### config.mk
export PLATFORM = sky130hd
export DESIGN_NAME = wave_sel_ctrl
export DESIGN_NICKNAME = d
export VERILOG_FILES = /design/src/rtl/dds_pkg.sv /design/src/rtl/btn_debounce.sv /design/src/rtl/wave_sel_ctrl.sv
export SDC_FILE = /design/constraint.sdc
export NUM_CORES = 1
export LEC_CHECK = 0
export ABC_AREA = 1
export BUFFER_PORTS_ARGS = -buffer_cell sky130_fd_sc_hd__buf_2
export CORE_ASPECT_RATIO = 0.8
export CORE_UTILIZATION = 55
export CTS_CLUSTER_SIZE = 25
export DETAILED_ROUTE_END_ITERATION = 10
export PLACE_DENSITY = 0.76
export SLEW_MARGIN = 20
export SYNTH_ARGS = -nofsm -noshare
export SYNTH_HDL_FRONTEND = slang
export SYNTH_HIERARCHICAL = 1
export SYNTH_SLANG_ARGS = --single-unit
### constraint.sdc
create_clock -name clk -period 1.2 [get_ports clk]
set_input_delay 0.24 -clock clk [delete_from_list [all_inputs] [get_ports clk]]
set_output_delay 0.24 -clock clk [all_outputs]
set_load 0.01 [all_outputs]
### src/rtl/dds_pkg.sv
// Shared DDS constants: waveform select width, waveform count and the mux
// index assignments, plus wrap-around step helpers for the select value.
package dds_pkg;

  localparam int          SEL_W   = 3;
  localparam int          N_WAVES = 5;
  localparam logic [2:0]  SEL_MAX = 3'd4;

  localparam logic [SEL_W-1:0] WAVE_SINE     = 3'd0;
  localparam logic [SEL_W-1:0] WAVE_TRIANGLE = 3'd1;
  localparam logic [SEL_W-1:0] WAVE_SAW      = 3'd2;
  localparam logic [SEL_W-1:0] WAVE_SQUARE   = 3'd3;
  localparam logic [SEL_W-1:0] WAVE_NOISE    = 3'd4;

  function automatic logic [SEL_W-1:0] sel_inc(input logic [SEL_W-1:0] s);
    return (s >= SEL_MAX) ? '0 : s + 3'd1;
  endfunction

  function automatic logic [SEL_W-1:0] sel_dec(input logic [SEL_W-1:0] s);
    return (s == '0 || s > SEL_MAX) ? SEL_MAX : s - 3'd1;
  endfunction

endpackage

### src/rtl/btn_debounce.sv
// Raw push-button conditioning: two-flop synchronizer, consecutive-cycle
// debounce counter, and a one-cycle pulse on the debounced rising edge.
module btn_debounce #(
  parameter int DB_MAX = 50000,
  parameter int DB_W   = 16
) (
  input  logic clk,
  input  logic rst_n,
  input  logic btn_i,
  output logic pulse_o
);

  localparam logic [DB_W-1:0] CNT_LAST = DB_W'(DB_MAX - 1);

  logic            sync1_q, sync2_q;
  logic            db_q, db_d;
  logic            db_dly_q;
  logic [DB_W-1:0] cnt_q, cnt_d;

  always_comb begin
    db_d  = db_q;
    cnt_d = '0;
    if (sync2_q != db_q) begin
      if (cnt_q == CNT_LAST) begin
        db_d  = sync2_q;
        cnt_d = '0;
      end else begin
        cnt_d = cnt_q + 1'b1;
      end
    end
  end

  always_ff @(posedge clk or negedge rst_n) begin
    if (!rst_n) begin
      sync1_q  <= 1'b0;
      sync2_q  <= 1'b0;
      db_q     <= 1'b0;
      db_dly_q <= 1'b0;
      cnt_q    <= '0;
    end else begin
      sync1_q  <= btn_i;
      sync2_q  <= sync1_q;
      db_q     <= db_d;
      db_dly_q <= db_q;
      cnt_q    <= cnt_d;
    end
  end

  // Decoded from registers only, so the request is clean for the consumer.
  assign pulse_o = db_q & ~db_dly_q;

endmodule

### src/rtl/wave_sel_ctrl.sv
// Waveform select controller: buttons and direct load steer a target value,
// which is committed to the mux select only on a phase-accumulator wrap.
module wave_sel_ctrl
  import dds_pkg::*;
#(
  parameter int DB_MAX = 50000,
  parameter int DB_W   = 16
) (
  input  logic             clk,
  input  logic             rst_n,
  input  logic             btn_next,
  input  logic             btn_prev,
  input  logic             load_en,
  input  logic [SEL_W-1:0] load_sel,
  input  logic             phase_wrap,
  output logic [SEL_W-1:0] sel,
  output logic             pending,
  output logic             sel_changed
);

  logic             req_next, req_prev;
  logic [SEL_W-1:0] tgt_q, tgt_d;
  logic [SEL_W-1:0] sel_q, sel_d;
  logic             chg_q, chg_d;

  btn_debounce #(.DB_MAX(DB_MAX), .DB_W(DB_W)) u_db_next (
    .clk     (clk),
    .rst_n   (rst_n),
    .btn_i   (btn_next),
    .pulse_o (req_next)
  );

  btn_debounce #(.DB_MAX(DB_MAX), .DB_W(DB_W)) u_db_prev (
    .clk     (clk),
    .rst_n   (rst_n),
    .btn_i   (btn_prev),
    .pulse_o (req_prev)
  );

  // An out-of-range load is dropped, letting the buttons act this cycle.
  always_comb begin
    tgt_d = tgt_q;
    if (load_en && (load_sel <= SEL_MAX)) begin
      tgt_d = load_sel;
    end else if (req_next && !req_prev) begin
      tgt_d = sel_inc(tgt_q);
    end else if (req_prev && !req_next) begin
      tgt_d = sel_dec(tgt_q);
    end
  end

  // Commit uses the pre-update target; a same-cycle change waits for the next wrap.
  always_comb begin
    sel_d = sel_q;
    chg_d = 1'b0;
    if (phase_wrap && (tgt_q != sel_q)) begin
      sel_d = tgt_q;
      chg_d = 1'b1;
    end
  end

  always_ff @(posedge clk or negedge rst_n) begin
    if (!rst_n) begin
      tgt_q <= '0;
      sel_q <= '0;
      chg_q <= 1'b0;
    end else begin
      tgt_q <= tgt_d;
      sel_q <= sel_d;
      chg_q <= chg_d;
    end
  end

  assign sel         = sel_q;
  assign pending     = (tgt_q != sel_q);
  assign sel_changed = chg_q;

endmodule
# Yosys cells after proc, flatten, opt, wreduce, memory -nomap -nowiden
# Cells that the tools add are included.
dict set report classes {
  addsub 4
  magnitude_cmp 3
  n_eq_ne 5
  n_mux 10
  bitwise_logic 4
  reduce_logical 11
}
# cell count
set ops {}
lappend ops {{2-to-1 mux 16 bit} 4}
lappend ops {{adder 16 x 1 -> 16 bit (second input constant)} 2}
lappend ops {{== test 16 bit (second input constant)} 2}
lappend ops {{2-to-1 mux 3 bit} 5}
lappend ops {{logical AND 1 bit} 4}
lappend ops {{AND reduction 2 bit} 2}
lappend ops {{adder 3 x 1 -> 3 bit (second input constant)} 1}
lappend ops {{>= comparator 3 bit (second input constant)} 1}
lappend ops {{> comparator 3 bit (second input constant)} 1}
lappend ops {{<= comparator 3 bit (second input constant)} 1}
lappend ops {{zero test 3 bit} 1}
lappend ops {{inequality test 3 bit} 1}
lappend ops {{nonzero test 3 bit} 1}
lappend ops {{subtractor 3 x 1 -> 3 bit (second input constant)} 1}
lappend ops {{AND 1 bit} 2}
lappend ops {{zero test 1 bit} 2}
lappend ops {{inequality test 1 bit} 2}
lappend ops {{inverter 1 bit} 2}
lappend ops {{logical OR 1 bit} 1}
lappend ops {{2-to-1 mux 1 bit} 1}
dict set report totals {
  reg_bits 47
  input_bits 9
  out_inout_bits 5
  word_cells 50
}

# Logic depth before layout (Yosys ltp)
dict set report logic_depth {
  depth_word 7
  ltp_mapped 9
  ltp_nobuf 9
}

# Modules after synthesis
# Netlist, hierarchy kept.
# mod instances cells_each area_each_um2 seq_area_each_um2
set by_module_without_submodules {}
lappend by_module_without_submodules {btn_debounce 2 134 1062.3 500.5}
lappend by_module_without_submodules {wave_sel_ctrl 1 59 498.0 175.2}

# Least setup slack after synthesis
# Ideal clock, no wire load.
dict set report synth_timing {
  kind {register to register}
  from {reg u_db_prev.db_q}
  to {reg tgt_q[0]}
  setup_time_ns 0.117
  t_arrival_ns 1.136
  required_ns 1.083
  setup_slack_ns -0.053
  path_stages_with_launch 10
  path_buffers 0
  synth_period_minus_slack_ns 1.253
  path_cell_list {dfrtp_1 inv_1 nor2_1 inv_2 nor2_2 nor2_4 nand2_4 nand2_2 nor2_1 nor2_1}
}
dict set report synth_between {
  elab_chain_len 5
  elab_cells_between_ends 7
  cone_classes {2 x mux; 1 x bitwise; 4 x reduce/logical}
}
# element line
set synth_lines {}
lappend synth_lines {{start: declaration} btn_debounce.sv:16} ;# logic db_q, db_d;
lappend synth_lines {{start signal: assignment} btn_debounce.sv:37} ;# db_q <= 1'b0;
lappend synth_lines {{start signal: assignment} btn_debounce.sv:43} ;# db_q <= db_d;
lappend synth_lines {{AND 1 bit (*)} btn_debounce.sv:50} ;# assign pulse_o = db_q & ~db_dly_q;
lappend synth_lines {{via req_prev} wave_sel_ctrl.sv:21} ;# logic req_next, req_prev;
lappend synth_lines {{zero test 1 bit} wave_sel_ctrl.sv:45} ;# end else if (req_next && !req_prev) begin
lappend synth_lines {{logical AND 1 bit} wave_sel_ctrl.sv:45}
lappend synth_lines {{2-to-1 mux 3 bit} wave_sel_ctrl.sv:45}
lappend synth_lines {{2-to-1 mux 3 bit} wave_sel_ctrl.sv:43} ;# if (load_en && (load_sel <= SEL_MAX)) begin
lappend synth_lines {{end signal: assignment} wave_sel_ctrl.sv:68} ;# tgt_q <= tgt_d;
lappend synth_lines {{end: declaration} wave_sel_ctrl.sv:22} ;# logic [SEL_W-1:0] tgt_q, tgt_d;
# The timed path passes the listed nets; every way through them passes the cells marked *.
# A chain may end at the register's enable or synchronous reset.

# Final worst setup path
dict set report layout_timing {
  from {reg tgt_q[1]}
  to {out pending}
}
dict set report layout_between {
  elab_chain_len 1
}
# element line
set layout_lines {}
lappend layout_lines {{inequality test 3 bit} wave_sel_ctrl.sv:75} ;# assign pending = (tgt_q != sel_q);
lappend layout_lines {{end: declaration} wave_sel_ctrl.sv:17} ;# output logic pending,
# No other way between the ends.

==> flow_summary_export.csv <==
group,metric,value,unit
run_status,outcome,"complete, but fails checks",
run_status,failed_checks,"setup timing",
global_route,overflow,0,
clock_network,cts_buffers,5,
layout,postLayoutCoreUtil,80.7,%
worst_hold_path,hp-class,"in -> reg",
setup_path,slowest_stage,"dfrtp_1",
logic_synthesis,synth_nets,341,
sta,rsz0062_at_grt,"yes",
setup_path,slowest_delay,400,ps
place,place_area,2900,µm²
sta,tightest_slew,334,ps
routing,wl,7200,µm
logic_synthesis,avgSynthCellArea,8.02,µm²
clock_network,cts-root-buf,"clkbuf_8",
sta,timing.fmax,0.696,GHz
sta,finalMaxSlewViolations,0,
power_and_ir_drop,p_switching,0.00107,W
power_and_ir_drop,power_frac_comb,20.4,%
routing,ant_nets,0,
setup_path,cp-start-kind,"flip-flop",
floorplan,die_area,5050,µm²
power_and_ir_drop,switching_share,27.0,%
clock_network,cts_num_sinks,47,
power_and_ir_drop,seqPwrFrac,44.3,%
setup_path,path_depth,4,
floorplan,rows,22,
floorplan,initial_core_util,57.0,%
floorplan,dieHeight,63.8,µm
setup_path,path_buf_inv,2,
sta,min_period,1440,ps
floorplan,die_w,79.2,µm
logic_synthesis,yosysWarnings,6,
sta,hold_viol,0,
sta,slew-limit-headroom,77.7,%
layout,nFillCells,249,
job,maxCapViolCount,0,
sta,worst_slack,-237,ps
global_route,grt_pass1_vias,2310,
logic_synthesis,ys_ff_latch,47,
layout,num_antenna_cells,0,
logic_synthesis,ys_types,27,
routing,vias,2511,
logic_synthesis,yosys.area.top_type_share,44.8,%
power_and_ir_drop,ir_drop,0.911,mV
logic_synthesis,synthArstFlopShare,100,%
power_and_ir_drop,p_clk_share,35.2,%
setup_path,worst_setup_path_end_kind,"output pin",
setup_path,path_cells,"buf_6, xnor2_2, nand3_1, buf_2",
setup_path,path_max_fanout,2,
global_route,grt_usage,26.9,%
setup_path,worstRegToRegCells,11,
clock_network,cts_buffer_depth,2,
layout,fin_nets,401,
global_route,antenna_found_initial,0,
logic_synthesis,synth_common_cells,"70 x nor2_1, 63 x nand2_1, 47 x dfrtp_1",
logic_synthesis,synthTopCellsByArea,"dfrtp_1 45%, nor2_1 10%, nand2_1 9.0%",
routing,viasPerCell,5.60,
logic_synthesis,synth_edf_count,0,
setup_path,crit_type,"reg -> out",
setup_path,critPathTopFamily,"flip-flops",
global_route,grt_max_degree,48,
sta,fin_crit_sh,120,%
sta,final.setup_skew,9.12,ps
clock_network,h-tree-depth,2,
setup_path,worstPathRequired,960,ps
place,gp_congestion,0.933,
power_and_ir_drop,leakage,1.75,nW
routing,wl_per_cell,16.1,µm
logic_synthesis,synth.largest_area_cell,"dfrtp_1",
layout,area_growth,41.5,%
place,pre_cts_slack,-54.8,ps
power_and_ir_drop,power.density,1070,nW/µm²
logic_synthesis,ys_seq_area_share,44.8,%
worst_hold_path,whs_path_depth,1,
clock_network,clk_latency,310,ps
logic_synthesis,netlist_area,2620,µm²
place,io_buffers,13,
logic_synthesis,synth.most_common_cell,"nor2_1",
routing,firstDrtPassIters,5,
sta,setup_viol,30,
floorplan,io_pins,14,
logic_synthesis,synth_cells,327,
clock_network,cts_tree,"done",
power_and_ir_drop,internal_power,0.00290,W
floorplan,fp.coreArea,4600,µm²
layout,drive_gt1_share,46.1,%
clock_network,path_clk_slew,90,ps
global_route,grt_pass1_wl,10300,µm
routing,drc,0,
setup_path,cp_data_arrival_time,1200,ps
layout,design_area,3710,µm²
routing,drt_iter0_markers,222,
place,dp_hpwl,3890,µm
logic_synthesis,yosys_most_used_dff,"dfrtp_1",
==> flip-flops by register name, indices dropped and copies added (netlist names) <==
register            cells
sel                     3
sel_changed             1
tgt_q                   3
u_db_next/cnt_q        16
u_db_next/db_dly_q      1
u_db_next/db_q          1
u_db_next/sync1_q       1
u_db_next/sync2_q       1
u_db_prev/cnt_q        16
u_db_prev/db_dly_q      1
u_db_prev/db_q          1
u_db_prev/sync1_q       1
u_db_prev/sync2_q       1
==> kinds of logic after synthesis <==
kind of cell               Yosys count  synth area share [%]
xor gates and xnor gates            13                  4.91
muxes                                2                 0.859
and+or+nand+nor                    202                  37.0
adders and majority gates            5                  2.39
DFF                                 47                  44.8
buffers and inverters               43                  6.15
AOI/OAI and AO/OA                   15                  3.86
==> cell type report <==
| class | instances | area, µm² | share of cell area [%] |
|---|---|---|---|
| inverters | 43 | 176 | 4.76 |
| repair buffers | 53 | 425 | 11.5 |
| clock buffers | 5 | 68.8 | 1.85 |
| flip-flops and latches | 47 | 1180 | 31.9 |
| multi-input cells | 237 | 1710 | 46.2 |
| clock inverters | 3 | 67.6 | 1.82 |
| well taps | 60 | 75.1 | 2.02 |
==> placed cells by master, fill, tap and decap left out, types with 3 or more instances in the layout <==
master / instances
a21oi_1: 5
buf_2: 13
buf_4: 26
buf_6: 12
clkbuf_8: 5
dfrtp_1: 41
dfrtp_2: 6
ha_4: 4
inv_1: 28
inv_2: 11
nand2_1: 49
nand2_2: 16
nand2_4: 8
nand3_1: 18
nand3_2: 13
nand3_4: 4
nand4_1: 8
nor2_1: 43
nor2_2: 18
nor2_4: 16
nor3_4: 3
o21ai_0: 3
xnor2_2: 3
xor2_1: 4
==> per-stage QoR <==
step / hold slack [ps] / TNS [ps] / std cells / total power (W)
6_report: 32.6 / -4240 / 448 / 0.00397
5_1_grt: 13.6 / -6220 / 448 / 0.00415
4_1_cts: 30.8 / -1320 / 435 / 0.00389
3_5_place_dp: 241 / -796 / 415 / 0.00229
3_3_place_gp: 241 / -134 / 415 / 0.00228
2_1_floorplan: -55.6 / 0 / 327 / 0.00207
==> routing by layer <==
layer  share of wire [%]  vias up  global-route usage [%]  wire length, µm
li1                    -     1153                       -                -
met1                  42     1201                    36.5             3040
met2                  48      131                    43.8             3490
met3                 7.2       26                    6.29              522
met4                 2.1        0                    6.59              152
met5                   0        -                       0                0
==> power groups by stage <==
stage / Combinational, W / Sequential, W / Clock, W
global route: 0.000876 / 0.00177 / 0.00150
global placement: 0.000517 / 0.00176 / 0
CTS: 0.000730 / 0.00175 / 0.00141
finish: 0.000811 / 0.00176 / 0.00140
floorplan: 0.000286 / 0.00179 / 0
detailed placement: 0.000532 / 0.00176 / 0
==> path summary, 6_finish.rpt <==
path	from	to	slack, ps
worst max-delay path	tgt_q[1]	pending	-240
worst min-delay path	btn_prev	u_db_prev/sync1_q	30
worst max register to register	tgt_q[0]	tgt_q[0]	-220
worst min register to register	u_db_next/sync1_q	u_db_next/sync2_q	350
max in group asynchronous	rst_n	u_db_prev/cnt_q[7]	530
min in group asynchronous	rst_n	u_db_next/cnt_q[12]	440
==> what timing repair did <==
item / CTS / global route
endpoints found under the setup margin: 31 / 38
pin swaps: 20 / 39
hold buffers: 1 / 0
gates resized for setup: 51 / 75
setup buffers: 11 / 13
endpoints found under the hold margin: 47 / 0
Power figures use the tool's default switching activity.
